File: src/rtl/demux_seq_ctrl_pkg.sv
// rtl/demux_seq_ctrl_pkg.sv - shared state encodings, sizes and helpers for the demux request sequencer
package demux_seq_ctrl_pkg;

    localparam logic [1:0] ST_IDLE  = 2'd0;
    localparam logic [1:0] ST_SETUP = 2'd1;
    localparam logic [1:0] ST_PULSE = 2'd2;
    localparam logic [1:0] ST_HOLD  = 2'd3;

    localparam int CH_N  = 4;
    localparam int CNT_W = 8;

    // Saturating increment so a busy channel sticks at full scale instead of wrapping.
    function automatic logic [CNT_W-1:0] sat_inc(input logic [CNT_W-1:0] v);
        return (v == {CNT_W{1'b1}}) ? v : v + 1'b1;
    endfunction

endpackage

File: src/rtl/demux_seq_ctrl_dwell_timer.sv
// rtl/demux_seq_ctrl_dwell_timer.sv - 8-bit loadable down-counter timing the PULSE and HOLD phases
module dwell_timer (
    input  logic       clk,
    input  logic       reset,
    input  logic       load,
    input  logic [7:0] load_val,
    output logic       zero
);

    logic [7:0] count;

    // Load has priority; otherwise count down and park at zero.
    always_ff @(posedge clk or posedge reset) begin
        if (reset) begin
            count <= 8'd0;
        end else if (load) begin
            count <= load_val;
        end else if (count != 8'd0) begin
            count <= count - 8'd1;
        end
    end

    assign zero = (count == 8'd0);

endmodule

File: src/rtl/demux_seq_ctrl.sv
// rtl/demux_seq_ctrl.sv - glitch-safe select/strobe sequencer for the 1-to-4 demux; DEMUX_SEQ_STATS_EN adds per-channel pulse counters
module demux_seq_ctrl
    import demux_seq_ctrl_pkg::*;
#(
    parameter int DWELL = 4,
    parameter int GAP   = 1
) (
    input  logic             clk,
    input  logic             reset,
    input  logic             in_valid,
    input  logic [1:0]       in_chan,
    output logic             in_ready,
    output logic [1:0]       x,
    output logic             d,
    output logic             busy,
    output logic             done,
    input  logic             stats_clr,
    input  logic [1:0]       stat_sel,
    output logic [CNT_W-1:0] stat_cnt
);

    generate
        if (DWELL < 1 || DWELL > 255) begin : g_bad_dwell
            $error("demux_seq_ctrl: DWELL must be in 1..255");
        end
        if (GAP < 1 || GAP > 255) begin : g_bad_gap
            $error("demux_seq_ctrl: GAP must be in 1..255");
        end
    endgenerate

    localparam logic [7:0] DWELL_M1 = 8'(DWELL - 1);
    localparam logic [7:0] GAP_M1   = 8'(GAP - 1);

    logic [1:0] state;
    logic       timer_zero;
    logic       timer_load;
    logic [7:0] timer_val;

    // The timer is reloaded as each timed phase begins; it sits at zero otherwise.
    assign timer_load = (state == ST_SETUP) || ((state == ST_PULSE) && timer_zero);
    assign timer_val  = (state == ST_SETUP) ? DWELL_M1 : GAP_M1;

    dwell_timer u_timer (
        .clk      (clk),
        .reset    (reset),
        .load     (timer_load),
        .load_val (timer_val),
        .zero     (timer_zero)
    );

    assign in_ready = (state == ST_IDLE) && !reset;
    assign busy     = (state != ST_IDLE);
    assign done     = (state == ST_HOLD) && timer_zero;

    // Sequencer: x only moves on IDLE->SETUP, d is high exactly while in PULSE.
    always_ff @(posedge clk or posedge reset) begin
        if (reset) begin
            state <= ST_IDLE;
            x     <= 2'b00;
            d     <= 1'b0;
        end else begin
            case (state)
                ST_IDLE: begin
                    if (in_valid) begin
                        state <= ST_SETUP;
                        x     <= in_chan;
                    end
                end
                ST_SETUP: begin
                    state <= ST_PULSE;
                    d     <= 1'b1;
                end
                ST_PULSE: begin
                    if (timer_zero) begin
                        state <= ST_HOLD;
                        d     <= 1'b0;
                    end
                end
                ST_HOLD: begin
                    if (timer_zero) begin
                        state <= ST_IDLE;
                    end
                end
                default: begin
                    state <= ST_IDLE;
                    d     <= 1'b0;
                end
            endcase
        end
    end

`ifdef DEMUX_SEQ_STATS_EN
    logic [CNT_W-1:0] cnt [CH_N];

    // Count pulses per channel as each pulse starts; a clear beats a coincident increment.
    always_ff @(posedge clk or posedge reset) begin
        if (reset) begin
            for (int i = 0; i < CH_N; i++) cnt[i] <= '0;
        end else if (stats_clr) begin
            for (int i = 0; i < CH_N; i++) cnt[i] <= '0;
        end else if (state == ST_SETUP) begin
            cnt[x] <= sat_inc(cnt[x]);
        end
    end

    assign stat_cnt = cnt[stat_sel];
`else
    logic unused_stats;
    assign unused_stats = stats_clr ^ (^stat_sel);
    assign stat_cnt     = '0;
`endif

endmodule

File: config.mk
export PLATFORM = sky130hd
export DESIGN_NAME = demux_seq_ctrl
export DESIGN_NICKNAME = d
export VERILOG_FILES = /design/src/rtl/demux_seq_ctrl_pkg.sv /design/src/rtl/demux_seq_ctrl_dwell_timer.sv /design/src/rtl/demux_seq_ctrl.sv
export SDC_FILE = /design/constraint.sdc
export NUM_CORES = 1
export LEC_CHECK = 0
export CELL_PAD_IN_SITES_DETAIL_PLACEMENT = 0
export CELL_PAD_IN_SITES_GLOBAL_PLACEMENT = 1
export CORE_MARGIN = 4
export CORE_UTILIZATION = 36
export CTS_CLUSTER_DIAMETER = 200
export DETAILED_ROUTE_END_ITERATION = 10
export GPL_TIMING_DRIVEN = 0
export PLACE_DENSITY = 0.86
export RECOVER_POWER = 50
export SYNTH_ARGS = -nofsm -noshare
export SYNTH_HDL_FRONTEND = slang
export SYNTH_SLANG_ARGS = --single-unit
File: constraint.sdc
create_clock -name clk -period 2.2 [get_ports clk]
set_input_delay 0.33 -clock clk [delete_from_list [all_inputs] [get_ports clk]]
set_output_delay 0.33 -clock clk [all_outputs]
set_load 0.01 [all_outputs]
* Yosys cells after proc, flatten, opt, wreduce, memory -nomap -nowiden
Index checks and enable logic that the tools add are counted.
Storage, ports and cells: flip-flop bits (word level) 13, bits in latches 0, RAM bits 0, ROM bits 0, output and inout port bits 14, logic and storage cells 34, memories 0
Cells by class: add/sub/neg operators 1, multipliers 0, div/mod/pow operators 0, $lt $le $gt $ge 0, equality and inequality tests 6, shifts and indexed selects 0, multiplexer cells 9, bitwise logic cells 0, reduce and logical (&&, ||, !) cells 14
Operators by type and width (count):
- $mux W8 | 2
- $logic_not A8 Y1 | 1
- $mux W2 | 4
- $pmux W2 S4 | 1
- $reduce_bool A8 Y1 | 1
- $sub A8 B1 Y8 const B | 1
- $ne A2 B2 Y1 const B | 3
- $reduce_bool A2 Y1 | 3
- $eq A2 B2 Y1 const B | 2
- $reduce_and A2 Y1 | 2
- $logic_and A1 B1 Y1 | 3
- $reduce_and A3 Y1 | 1
- $eq A2 B1 Y1 const B | 1
- $logic_not A2 Y1 | 1
- $pmux W1 S2 | 1
- $logic_not A1 Y1 | 1
- $logic_or A1 B1 Y1 | 1
- $mux W1 | 1

* Logic depth before layout (Yosys ltp)
word-level depth 4, depth in mapped cells 7

* By module
From an unflattened synthesis, not the netlist that was laid out.
Second synthesis, totals: cells, all modules 92, area, all modules 854.6 um^2
Modules (own cells, without submodules):
- dwell_timer | instances 1, cells an instance 56, area an instance 496.7 um^2
- demux_seq_ctrl | instances 1, cells an instance 36, area an instance 357.8 um^2

* Least setup slack after synthesis
Ideal clock, no wire load.
path type flip-flop to output port, start point register u_timer.count[0], end point output port done, data arrival time 1.381 ns, slack 0.489 ns, stages on the path, launching flop included 7, path buffers 1, path through dfrtp_1 > inv_1 > ha_1 > nor3b_4 > and3_1 > buf_6 > and2_1
On the way: longest elaborated chain between the ends 2
RTL lines:
- from (decl) | RTL line demux_seq_ctrl_dwell_timer.sv:10 | logic [7:0] count;
- from (signal assigned) | RTL line demux_seq_ctrl_dwell_timer.sv:17 | count <= load_val;
- from (signal assigned) | RTL line demux_seq_ctrl_dwell_timer.sv:19 | count <= count - 8'd1;
- $logic_not A8 Y1 | RTL line demux_seq_ctrl_dwell_timer.sv:23 | assign zero = (count == 8'd0);
- $logic_and A1 B1 Y1 | RTL line demux_seq_ctrl.sv:53 | assign done = (state == ST_HOLD) && timer_zero;
- to (decl) | RTL line demux_seq_ctrl.sv:16 | output logic done,
Every way passes these cells.

* Worst setup path in the final report
Ends and elaborated chain as after synthesis.

==> impl_metrics.ini <==
[critical_path]
crit_path_end_kind = output port
worstSetupStartpointType = register
cp.arrival_ps = 1730
critPathMaxStageDelay_ps = 400
crit_path_cell_trace = inv_2 -> ha_2 -> nor3b_4 -> and3_4 -> and2_1 -> clkdlybuf4s15_2
crit_fanout = 4
cp.required_ps = 1870
critPathSlowestCell = dfrtp_1
crit_family = simple AND/OR/NAND/NOR gates
path_buf_inv = 2
path_class = register to output port

[final_layout]
fin_area_um2 = 1100
fillers = 244
instances_no_fill = 140
drive_above_1_share = 0.259
area_delta_synth_final_pct = 27.0
fin_nets = 128
fin_util = 0.486
diodes = 0

[power]
p_leak_uw = 0.000515
power_uw = 1470
powerDensity_nw_per_um2 = 1350
ir_worst_vdd_mv = 0.831

[synthesis]
syn-cell-area_um2 = 863
syn_avg_cell_area_um2 = 10.0
yosysWarningCount = 0
ys_seq_elements = 13
synth-seq-area-share = 0.377
synth_cells = 86
ys_async_sr_fraction = 1.00
ys_types = 32
synth-edff-count = 0
synth_ff_type = dfrtp_1

[floorplan]
start_util = 0.383
die_y_um = 57.0
die_w_um = 57.0
io_pins = 22
die-area_um2 = 3250
design.core.area_um2 = 2250
fp-row-count = 17

[routing]
initialDrtViolationCount = 12
antenna_left = 0
drc = 0
num_vias = 677
routed_wl_mm = 1.74
vias_per_cell = 4.84
wire_per_inst_um = 12.4
dr.pass1.iters = 4

[placement]
place.gp.congestion = 0.739
portBuffers = 10
post-place-cells = 131
placed_cell_area_um2 = 1020
dp_hpwl_mm = 1.21

[clock_network]
cts_hold_buf = 0
h-tree-depth = 1
clock_latency_ps = 280
cts_tree = done
cts-buffers-inserted = 3
clock_path_buffers = 2
clk_pin_slew_ps = 90
cts.sinks = 13
root_buffer = clkbuf_4

[global_route]
grt_usage = 0.119
grt_pass1_wl_mm = 3.01
antenna_found_initial = 0
grt_max_degree = 14
gr-total-overflow = 0
grt_pass1_vias = 685

[sta]
setup_viol = 0
maxSlewHeadroom = 0.647
fin_crit_sh = 0.938
tightest_slew_ps = 530
report.final.slew_viol_count = 0
clock_skew_ps = 11.8
final-hold-violation-count = 0
period_needed_ps = 2060
fmax_ghz = 0.484
rsz0062_at_grt = false

[status]
outcome = complete, no violations

[job]
drv_cap = 0

[hold_path]
hold_path_class = register to register
## path summary, 6_finish.rpt
kind	from	endpoint	slack, ps	cells after the start
max	u_timer.count[0]	done	140	6
min	x[1]	x[1]	520	1
max reg2reg	u_timer.count[0]	state[0]	370	7
min reg2reg	x[1]	x[1]	520	1
max in group asynchronous	reset	x[1]	1290	2
min in group asynchronous	reset	u_timer.count[7]	550	2
## area by class of cell
| class | instances | area, um^2 | area share |
|---|---|---|---|
| Timing Repair Buffer | 16 | 149 | 0.136 |
| Sequential cell | 13 | 325 | 0.297 |
| Tap cell | 28 | 35.0 | 0.0320 |
| Buffer | 10 | 67.6 | 0.0616 |
| Multi-Input combinational cell | 61 | 463 | 0.422 |
| Inverter | 8 | 30.0 | 0.0274 |
| Clock buffer | 4 | 26.3 | 0.0240 |
## cell usage after synthesis, types with 2 or more instances
| cell type | instances | area, um^2 |
|---|---|---|
| dfrtp_1 | 13 | 325 |
| buf_4 | 8 | 60.1 |
| inv_1 | 8 | 30.0 |
| ha_1 | 7 | 87.6 |
| nand2_1 | 7 | 26.3 |
| nor2_1 | 7 | 26.3 |
| a21oi_1 | 4 | 20.0 |
| a221oi_1 | 2 | 17.5 |
| a221oi_2 | 2 | 30.0 |
| buf_1 | 2 | 7.51 |
| mux2_2 | 2 | 22.5 |
| nor3_1 | 2 | 10.0 |
| o31ai_1 | 2 | 15.0 |
| or3_1 | 2 | 12.5 |
## repair_timing
action | CTS | global route
gates resized for setup | 6 | 1
endpoints found under the setup margin | 1 | 2
setup buffers | 3 | 3
## kinds of logic (layout without fill, tap and decap cells)
| logic type | after synthesis | in the layout | share of synthesized area |
|---|---|---|---|
| and+or+nand+nor | 26 | 26 | 0.167 |
| buffers and inverters | 19 | 38 | 0.126 |
| AOI/OAI and AO/OA | 16 | 16 | 0.170 |
| DFF | 13 | 13 | 0.377 |
| adders and majority gates | 7 | 7 | 0.101 |
| muxes | 4 | 4 | 0.0551 |
| other | 1 | 8 | 0.00434 |
## flip-flops by register name, indices dropped and copies added, names as in the netlist
name / count
state: 2
d: 1
x: 2
u_timer.count: 8
## layer usage
| metal | GRT usage | routed length, um | share of wire |
|---|---|---|---|
| met1 | 0.140 | 768 | 0.44 |
| met3 | 0.0475 | 85 | 0.049 |
| met4 | 0.0199 | 0 | 0 |
| met2 | 0.206 | 885 | 0.51 |
| met5 | 0 | 0 | 0 |
## stage by stage
| step | hold slack (ps) | TNS, ps | setup slack, ps |
|---|---|---|---|
| 2_1_floorplan | 207 | 0 | 489 |
| 3_3_place_gp | 488 | -113 | -113 |
| 3_5_place_dp | 509 | -140 | -140 |
| 4_1_cts | 440 | 0 | 5.31 |
| 5_1_grt | 541 | 0 | 35.7 |
| 6_report | 522 | 0 | 136 |
## power by group
part | internal (uW) | switching (uW) | total, uW | leakage, uW
logic | 436 | 433 | 868 | 0.000341
clock network | 70.3 | 82.8 | 153 | 0.0000150
registers | 353 | 100 | 453 | 0.000159
total | 859 | 615 | 1470 | 0.000515
## placed cells by master, fill, tap and decap left out, types with 2 or more instances in the layout
cell,instances
buf_4,14
dfrtp_1,13
conb_1,8
nand2_1,7
inv_1,7
nor2_1,7
clkdlybuf4s50_1,7
ha_1,6
a21oi_1,4
clkbuf_4,3
mux2_2,2
buf_1,2
nor3_1,2
or3_1,2
a221oi_2,2
a221oi_1,2
o31ai_1,2
Power figures use the tool's default switching activity.
